`src/rtl/io_sig_fifo.sv`:
```
// Expected-entry FIFO holding (data, mask) pairs; the head is presented combinationally.
module io_sig_fifo #(
    parameter int WIDTH = 16,
    parameter int DEPTH = 8
) (
    input  logic                   clk,
    input  logic                   rst_n,
    input  logic                   clr,
    input  logic                   wr_en,
    input  logic [WIDTH-1:0]       wr_data,
    input  logic [WIDTH-1:0]       wr_mask,
    input  logic                   rd_en,
    output logic [WIDTH-1:0]       head_data,
    output logic [WIDTH-1:0]       head_mask,
    output logic [$clog2(DEPTH):0] count,
    output logic                   full
);

    localparam int AW = $clog2(DEPTH);
    localparam int CW = AW + 1;

    logic [WIDTH-1:0] data_mem_q [DEPTH];
    logic [WIDTH-1:0] mask_mem_q [DEPTH];

    logic [AW-1:0] wr_ptr_q, wr_ptr_d;
    logic [AW-1:0] rd_ptr_q, rd_ptr_d;
    logic [CW-1:0] count_q, count_d;
    logic          do_wr;
    logic          do_rd;

    assign full  = (count_q == CW'(DEPTH));
    assign do_wr = wr_en && !full && !clr;
    assign do_rd = rd_en && (count_q != '0) && !clr;

    always_comb begin
        wr_ptr_d = wr_ptr_q;
        rd_ptr_d = rd_ptr_q;
        count_d  = count_q;
        if (clr) begin
            wr_ptr_d = '0;
            rd_ptr_d = '0;
            count_d  = '0;
        end else begin
            if (do_wr) begin
                wr_ptr_d = wr_ptr_q + AW'(1);
            end
            if (do_rd) begin
                rd_ptr_d = rd_ptr_q + AW'(1);
            end
            case ({do_wr, do_rd})
                2'b10:   count_d = count_q + CW'(1);
                2'b01:   count_d = count_q - CW'(1);
                default: count_d = count_q;
            endcase
        end
    end

    always_ff @(posedge clk or negedge rst_n) begin
        if (!rst_n) begin
            wr_ptr_q <= '0;
            rd_ptr_q <= '0;
            count_q  <= '0;
        end else begin
            wr_ptr_q <= wr_ptr_d;
            rd_ptr_q <= rd_ptr_d;
            count_q  <= count_d;
        end
    end

    // Storage needs no reset: an empty count makes stale contents unreachable.
    always_ff @(posedge clk) begin
        if (do_wr) begin
            data_mem_q[wr_ptr_q] <= wr_data;
            mask_mem_q[wr_ptr_q] <= wr_mask;
        end
    end

    assign head_data = data_mem_q[rd_ptr_q];
    assign head_mask = mask_mem_q[rd_ptr_q];
    assign count     = count_q;

endmodule

```
`config.mk`:
```
export PLATFORM = sky130hd
export DESIGN_NAME = io_sig_fifo
export DESIGN_NICKNAME = d
export VERILOG_FILES = /design/src/rtl/io_sig_fifo.sv
export SDC_FILE = /design/constraint.sdc
export NUM_CORES = 1
export LEC_CHECK = 0
export ABC_AREA = 1
export CAP_MARGIN = 15
export CORE_ASPECT_RATIO = 2
export CORE_MARGIN = 8
export CORE_UTILIZATION = 25
export CTS_CLUSTER_DIAMETER = 80
export DETAILED_ROUTE_END_ITERATION = 10
export PLACE_DENSITY = 0.49
export SKIP_LAST_GASP = 1
export SYNTH_ARGS = -nofsm -noshare
export SYNTH_HDL_FRONTEND = slang
export SYNTH_SLANG_ARGS = --single-unit
```
`constraint.sdc`:
```
create_clock -name clk -period 5.85 [get_ports clk]
set_clock_uncertainty 0.05 [all_clocks]
set_input_delay 1.17 -clock clk [delete_from_list [all_inputs] [get_ports clk]]
set_output_delay 1.17 -clock clk [all_outputs]
set_load 0.01 [all_outputs]
```
== After elaboration in Yosys (flattened, before gate mapping) ==
Memories as Yosys holds them, arrays and structs flattened.
Index checks and enable logic that the tools add are counted.
Storage, ports and cells
  word-level logic and storage cells: 30
  output and inout bits: 37
  bits in writable memories: 256
  memories: 2
  input bits: 37
  bits in read-only memories: 0
  register bits: 10
  bits in latches: 0
Cells by class
  shifts and indexed selects: 0
  equal/unequal tests: 3
  $add $sub $neg: 4
  bitwise operators: 0
  $lt $le $gt $ge: 0
  $mul: 0
  reductions and logical operators: 10
  multiplexer cells: 8
  divide/modulo/power cells: 0
Memories
  data_mem_q: depth 8, bits a word 16, read ports 1, clocked after Yosys merged registers in 0, wr ports 1, RTL line 22  | logic [WIDTH-1:0] data_mem_q [DEPTH];
  mask_mem_q: depth 8, bits a word 16, read ports 1, clocked after Yosys merged registers in 0, wr ports 1, RTL line 23  | logic [WIDTH-1:0] mask_mem_q [DEPTH];
Operators with widths (count)
  3-bit two-way mux: 4
  4-bit case mux with 2 select lines: 1
  3-bit by 1-bit adder with 3-bit output, second input constant: 2
  4-bit by 1-bit adder with 4-bit output, second input constant: 1
  4-bit equality test, second input constant: 1
  1-bit logical AND: 4
  4-bit two-way mux: 1
  2-bit nonzero test: 2
  4-bit nonzero test: 1
  4-bit by 1-bit subtractor with 4-bit output, second input constant: 1
  3-bit nonzero test: 1
  2-bit by 1-bit equality test with 1-bit output, second input constant: 1
  2-bit equality test, second input constant: 1
  1-bit zero test: 2
  1-bit two-way mux: 2

== Logic depth before layout (Yosys ltp) ==
Gate-level depths: netlist (run 1).
  depth in word-level cells: 7
  gate-level depth with buffers: 16
  gate-level depth less buffers: 16

== Least setup slack after synthesis (run 1) ==
No wires, ideal clock.
  path kind: input to register
  from: input clr
  to: memory data_mem_q[0][0], enable pin
  buffers on the path: 0
  stages on the path: 5
  data required time: 5.379 ns
  data arrival time: 2.989 ns
  setup time: 0.421 ns
  slack: 2.390 ns
  cell sequence: inv_1 -> nand3_1 -> inv_1 -> nand2_1 -> nor2_1
On the way
  cells in the longest elaborated chain, start to end: 4
Ends and longest elaborated chain
  start: declaration: RTL line 8  | input logic clr,
  1-bit zero test: RTL line 32  | assign do_wr = wr_en && !full && !clr;
  1-bit logical AND: RTL line 32
  1-bit two-way mux: RTL line 72  | if (do_wr) begin
  1-bit two-way mux (implied by the code): RTL line 73  | data_mem_q[wr_ptr_q] <= wr_data;
  end: declaration: RTL line 22
No other way between the ends.

== Worst setup path after layout (run 1) ==
  from: register rd_ptr_q[0]
  to: output head_data[1]
On the way
  cells in the longest elaborated chain, start to end: 1
Ends and longest elaborated chain
  start: declaration: RTL line 26  | logic [AW-1:0] rd_ptr_q, rd_ptr_d;
  start signal: assignment: RTL line 65  | rd_ptr_q <= rd_ptr_d;
  memory read 8 x 16 bit
  end: declaration: RTL line 13  | output logic [WIDTH-1:0] head_data,
No other way between the ends.

==> impl_results.md, run 1 <==
- Worst Path Max Fanout: 73
- Worst-margin pin slew: 1090 ps
- Max-slew violations: 0
- Most used DFF post-synth: edfxtp_1
- CP Data Required Time: 4630 ps
- Max frequency: 208 MHz
- Pwr dens: 390 nW/um^2
- Wirelength, routed: 25800 um
- Die Y: 308 um
- Min-Delay Path Class: reg -> reg
- Max-Cap Viols: 0
- Setup crit end kind: output pin
- Unrepaired setup endpoints after global routing: no
- CP Buf/Inv Count: 3
- Worst hold slack: 506 ps
- Final Util: 30.1%
- Syn_area_per_cell: 12.6 sq um
- Clock root buffer: clkbuf_16
- Syn nets: 888
- Hold_buf cts: 0
- Clock slew at reported path FFs: 60 ps
- Setup_tns: 0 ps
- Num CTS Buffers: 27
- Area Growth Syn to Fin: 19.1%
- EDFF count, synth: 256
- Clock Tree Buf Depth: 3
- Initial antenna violation count: 0
- Final setup viols: 0
- Remaining antenna violation count: 0
- Leakage: 0.00422 uW
- CTS tree: done
- Latest clock arrival within the worst-skew pair: 520 ps
- Critical Path, Cell by Cell: inv_4, buf_4, nor2_1, o21ai_1, a21oi_1, a31oi_1, clkdlybuf4s50_1
- Post-CTS Setup Bufs: 0
- Die Span X: 162 um
- DRC: 0
- Status: finished, final reports clean
- Number of nets in the layout: 956
- Placer Congestion: 0.732
- Ports: 74
- Critical path class: reg -> out
- Post-Syn Area: 10700 sq um
- Seq cells post-synth: 266
- Initial DRC Count: 407
- Warnings, synthesis: 0
- Placed insts: 1430
- # clock sinks: 266
- Most frequent cells in the layout: 256 x edfxtp_1, 161 x nor2_1, 124 x nand2_1, 109 x o21ai_0, 73 x clkdlybuf4s50_1
- Mapped Cells: 846
- DP Area: 11900 sq um
- Slew headroom: 27.6%
- Overflow after GRT: 0
- Commonest non-fill, non-tap cell in the layout: edfxtp_1
- Vias in the first global route: 6537
- Initial Util: 25.2%
- Crit path time final: 4800 ps
- Vias: 6548
- Worst stage delay on the critical path: 730 ps
- Max IR drop VDD: 201 uV
- Vias per Instance: 4.43
- Async SR Flop Fraction: 3.76%
- DP HPWL: 14700 um
- Yosys cell types: 28
- Critical-path top delay cell: dfrtp_4
- Period utilisation layout: 82.0%
- Endpoint arrival time on the critical path: 3580 ps
- Share of post-route cells with drive strength above 1: 7.61%
- CP delay by family, top: buffers and inverters
- Core area: 42300 sq um
- DR WL/cell: 17.5 um
- Port Buffers: 73
- CP startpoint kind: flop
- Drt pass-1 iters: 5
- Largest net degree at the start of global routing: 74
- GRT Total Usage: 10.3%
- Inserted Diodes: 0
- Final cell count without fillers: 1478
- First-pass GRT wire length: 39500 um
- Sequential-to-total area share from yosys stat: 74.4%
- Layout Cell Area excl Fill: 12700 sq um
- DIE AREA: 49900 sq um
- Cts repair resizes: 0
- CTS H-tree lvls: 1
- Final hold viol count: 0
- Row Count: 107
[stage by stage]
| stage | total power, uW | setup slack, ps |
|---|---|---|
| global placement | 3450 | 1570 |
| global route | 5220 | 796 |
| CTS | 5030 | 993 |
| detailed placement | 3460 | 1570 |
| floorplan | 2990 | 2390 |
| finish | 4960 | 1050 |
[synthesized netlist by cell type, types with 4 or more instances]
library cell	n	share of area (%)
dfrtp_1	10	2.3
buf_6	7	0.74
a21oi_1	36	1.7
a31oi_1	32	1.9
o21ai_1	26	1.2
inv_1	12	0.42
edfxtp_1	256	72
clkbuf_1	14	0.49
nand2_1	124	4.4
buf_4	6	0.42
ha_1	4	0.47
nand3_1	5	0.23
o21ai_0	109	5.1
buf_2	17	0.80
nor2_1	169	5.9
[registers in the layout, indices dropped and copies added, names as in the netlist]
register / flops
rd_ptr_q: 3
data_mem_q: 128
mask_mem_q: 128
wr_ptr_q: 3
count: 4
[worst register-to-register path: cells and delay by family (launching register included)]
kind,cells,cell delay (ps)
simple gates,5,1300
buf+inv,2,520
flops,1,500
[layout make-up]
| type | instances | area [sq um] |
|---|---|---|
| clock inverters | 13 | 87.6 |
| flip-flops and latches | 266 | 7940 |
| repair buffers | 87 | 836 |
| fillers | 4360 | 29600 |
| clock buffers | 35 | 706 |
| well taps | 545 | 682 |
| inverters | 15 | 58.8 |
| multi-input cells | 517 | 2400 |
[path summary, 6_finish.rpt]
check | start | end | slack [ps] | cells past startpoint
max in group asynchronous | rst_n | rd_ptr_q[0]$_DFFE_PN0P_ | 4490 | 1
min in group asynchronous | rst_n | count[3]$_DFFE_PN0P_ | 910 | 1
min | count[3]$_DFFE_PN0P_ | count[3]$_DFFE_PN0P_ | 510 | 2
min reg2reg | count[3]$_DFFE_PN0P_ | count[3]$_DFFE_PN0P_ | 510 | 2
max | rd_ptr_q[0]$_DFFE_PN0P_ | head_data[1] | 1050 | 7
max reg2reg | count[0]$_DFFE_PN0P_ | data_mem_q[1][8]$_DFFE_PP_ | 3170 | 7
[per-layer routing]
layer	GRT usage [%]	up-vias	part of all wire, %
li1	-	3151	-
met1	13.5	3224	46
met2	17.2	143	48
met3	1.75	30	4.2
met4	2.42	0	1.6
met5	0	-	0
[cells by family (layout without fill, tap and decap cells)]
group | count (synthesis) | count (layout) | synth area share (%)
DFF | 266 | 266 | 74.4
AOI/OAI and AO/OA | 205 | 205 | 10.0
xor gates and xnor gates | 1 | 1 | 0.0821
and+or+nand+nor | 306 | 306 | 11.1
adders and majority gates | 5 | 5 | 0.657
buffers and inverters | 63 | 150 | 3.68
[where the power goes]
part           internal (uW)  leakage (uW)  switching (uW)  total (uW)
Sequential              2150       0.00244            84.5        2240
Clock                    889      0.000383             672        1560
Combinational            453       0.00140             704        1160
Total                   3500       0.00422            1460        4960
(Power assumes the default switching activity.)
==> run 2: changes to the inputs <==
PLACE_DENSITY = 0.51   (was 0.49)
clock period = 4.3 ns   (was 5.85 ns; I/O delays follow)
==> impl_results.md, run 2 (same netlist as run 1, synthesis figures left out) <==
- Initial DRC Count: 469
- Int Power: 4970 uW
- Remaining antenna violation count: 0
- Clock root buffer: clkbuf_16
- Clock Tree Buf Depth: 3
- Min-Delay Path Class: reg -> reg
- Vias in the first global route: 6376
- Initial Util: 25.2%
- DIE AREA: 49900 sq um
- Worst Path Max Fanout: 50
- Core area: 42300 sq um
- Area Growth Syn to Fin: 21.1%
- Largest net degree at the start of global routing: 130
- Wirelength, routed: 25300 um
- Number of nets in the layout: 964
- Sw frac: 28.8%
- Sequential power share: 42.8%
- CTS H-tree lvls: 1
- Hold depth: 2
- Port Buffers: 73
- Worst-margin pin slew: 751 ps
- DRC: 0
- Unrepaired setup endpoints after global routing: no
- Critical path class: reg -> out
- Final setup viols: 0
- Final hold viol count: 0
- Crit path time final: 3810 ps
- CP startpoint kind: flop
- Setup slack after layout: 495 ps
- Wire length on met1: 11700 um
- Status: finished, final reports clean
- Max frequency: 263 MHz
- Pre-CTS setup slack: 964 ps
- Die Span X: 162 um
- Period utilisation layout: 88.5%
- Slew headroom: 49.6%
- Pwr dens: 541 nW/um^2
- Ports: 74
- Inserted Diodes: 0
- CTS tree: done
- GRT Total Usage: 9.86%
- Leakage: 0.00432 uW
- Share of post-route cells with drive strength above 1: 8.93%
- Drt pass-1 iters: 5
- Commonest non-fill, non-tap cell in the layout: edfxtp_1
- Vias: 6528
- Max-Cap Viols: 0
- Hold_buf cts: 0
- Max-slew violations: 0
- CP Data Required Time: 3390 ps
- Switch Pwr: 2010 uW
- Die Y: 308 um
- Num CTS Buffers: 27
- Setup_tns: 0 ps
- Clk pwr share: 33.3%
- Endpoint arrival time on the critical path: 2900 ps
- Reg2reg path depth: 7
- Initial antenna violation count: 0
- Vias per Instance: 4.39
- Most frequent cells in the layout: 256 x edfxtp_1, 161 x nor2_1, 124 x nand2_1, 109 x o21ai_0, 73 x clkdlybuf4s50_1
- Max IR drop VDD: 310 uV
- Clock slew at reported path FFs: 70 ps
- WL met3: 1290 um
- Met2 wire length: 11800 um
- First-pass GRT wire length: 38500 um
- Placer Congestion: 0.744
- DR WL/cell: 17.0 um
- Row Count: 107
- Cts repair resizes: 0
- Latest clock arrival within the worst-skew pair: 530 ps
- DP HPWL: 14600 um
- Post-CTS Setup Bufs: 0
- Highest metal used: met4
- Combinational share of power: 23.9%
- Setup crit end kind: output pin
- Overflow after GRT: 0
- # clock sinks: 266
-- run 2: cell types whose count changed in the layout (fill, tap and decap cells not counted), moves of 3 or more --
| cell | delta |
|---|---|
| buf_12 | +5 |
| buf_4 | +3 |
| bufinv_16 | +3 |
| clkbuf_1 | -3 |
| clkinv_1 | -3 |
| clkinv_2 | +4 |
-- run 2: through the flow --
step,power [uW],cell area [sq um],util [%],instances,hold slack (ps)
floorplan,4070,10700,-,846,500
global placement,4750,12000,28.5,1438,509
detailed placement,4750,12000,28.5,1438,518
CTS,7080,12900,30.5,1486,534
global route,7340,12900,30.5,1486,582
finish,6980,12900,30.5,1486,513
-- run 2: worst paths after layout --
kind	startpoint	to	slack (ps)
worst max-delay path	rd_ptr_q[0]$_DFFE_PN0P_	head_mask[1]	490
worst min-delay path	count[3]$_DFFE_PN0P_	count[3]$_DFFE_PN0P_	510
worst max register to register	count[0]$_DFFE_PN0P_	data_mem_q[5][10]$_DFFE_PP_	2000
worst min register to register	count[3]$_DFFE_PN0P_	count[3]$_DFFE_PN0P_	510
max in group asynchronous	rst_n	rd_ptr_q[0]$_DFFE_PN0P_	3190
min in group asynchronous	rst_n	count[3]$_DFFE_PN0P_	620
-- run 2: layout make-up --
| class | count | area, sq um |
|---|---|---|
| sequential | 266 | 7940 |
| tap | 545 | 682 |
| clock inverter | 16 | 181 |
| inverter | 15 | 58.8 |
| timing repair buffer | 95 | 958 |
| clock buffer | 32 | 694 |
| multi-input combinational | 517 | 2400 |
| fill | 4308 | 29400 |
-- run 2: power by group through the flow --
stage	clock [uW]	combinational, uW	sequential (uW)
floorplan	0	1040	3030
global placement	0	1700	3040
detailed placement	0	1710	3040
CTS	2380	1720	2990
global route	2470	1870	3000
finish	2330	1670	2990
-- run 2: worst max-delay path, cell delays in order (launching register included) --
cell	delay [ps]
dfrtp_4	500
inv_4	360
buf_12	290
nor2_1	60
o21ai_1	130
a21oi_1	50
a31oi_1	320
clkdlybuf4s50_1	620
-- run 2: metal layers --
metal  up-vias  GRT usage, %
li1       3169             -
met1      3175          13.4
met2       150          16.0
met3        34          1.80
met4         0          2.18
met5         -             0
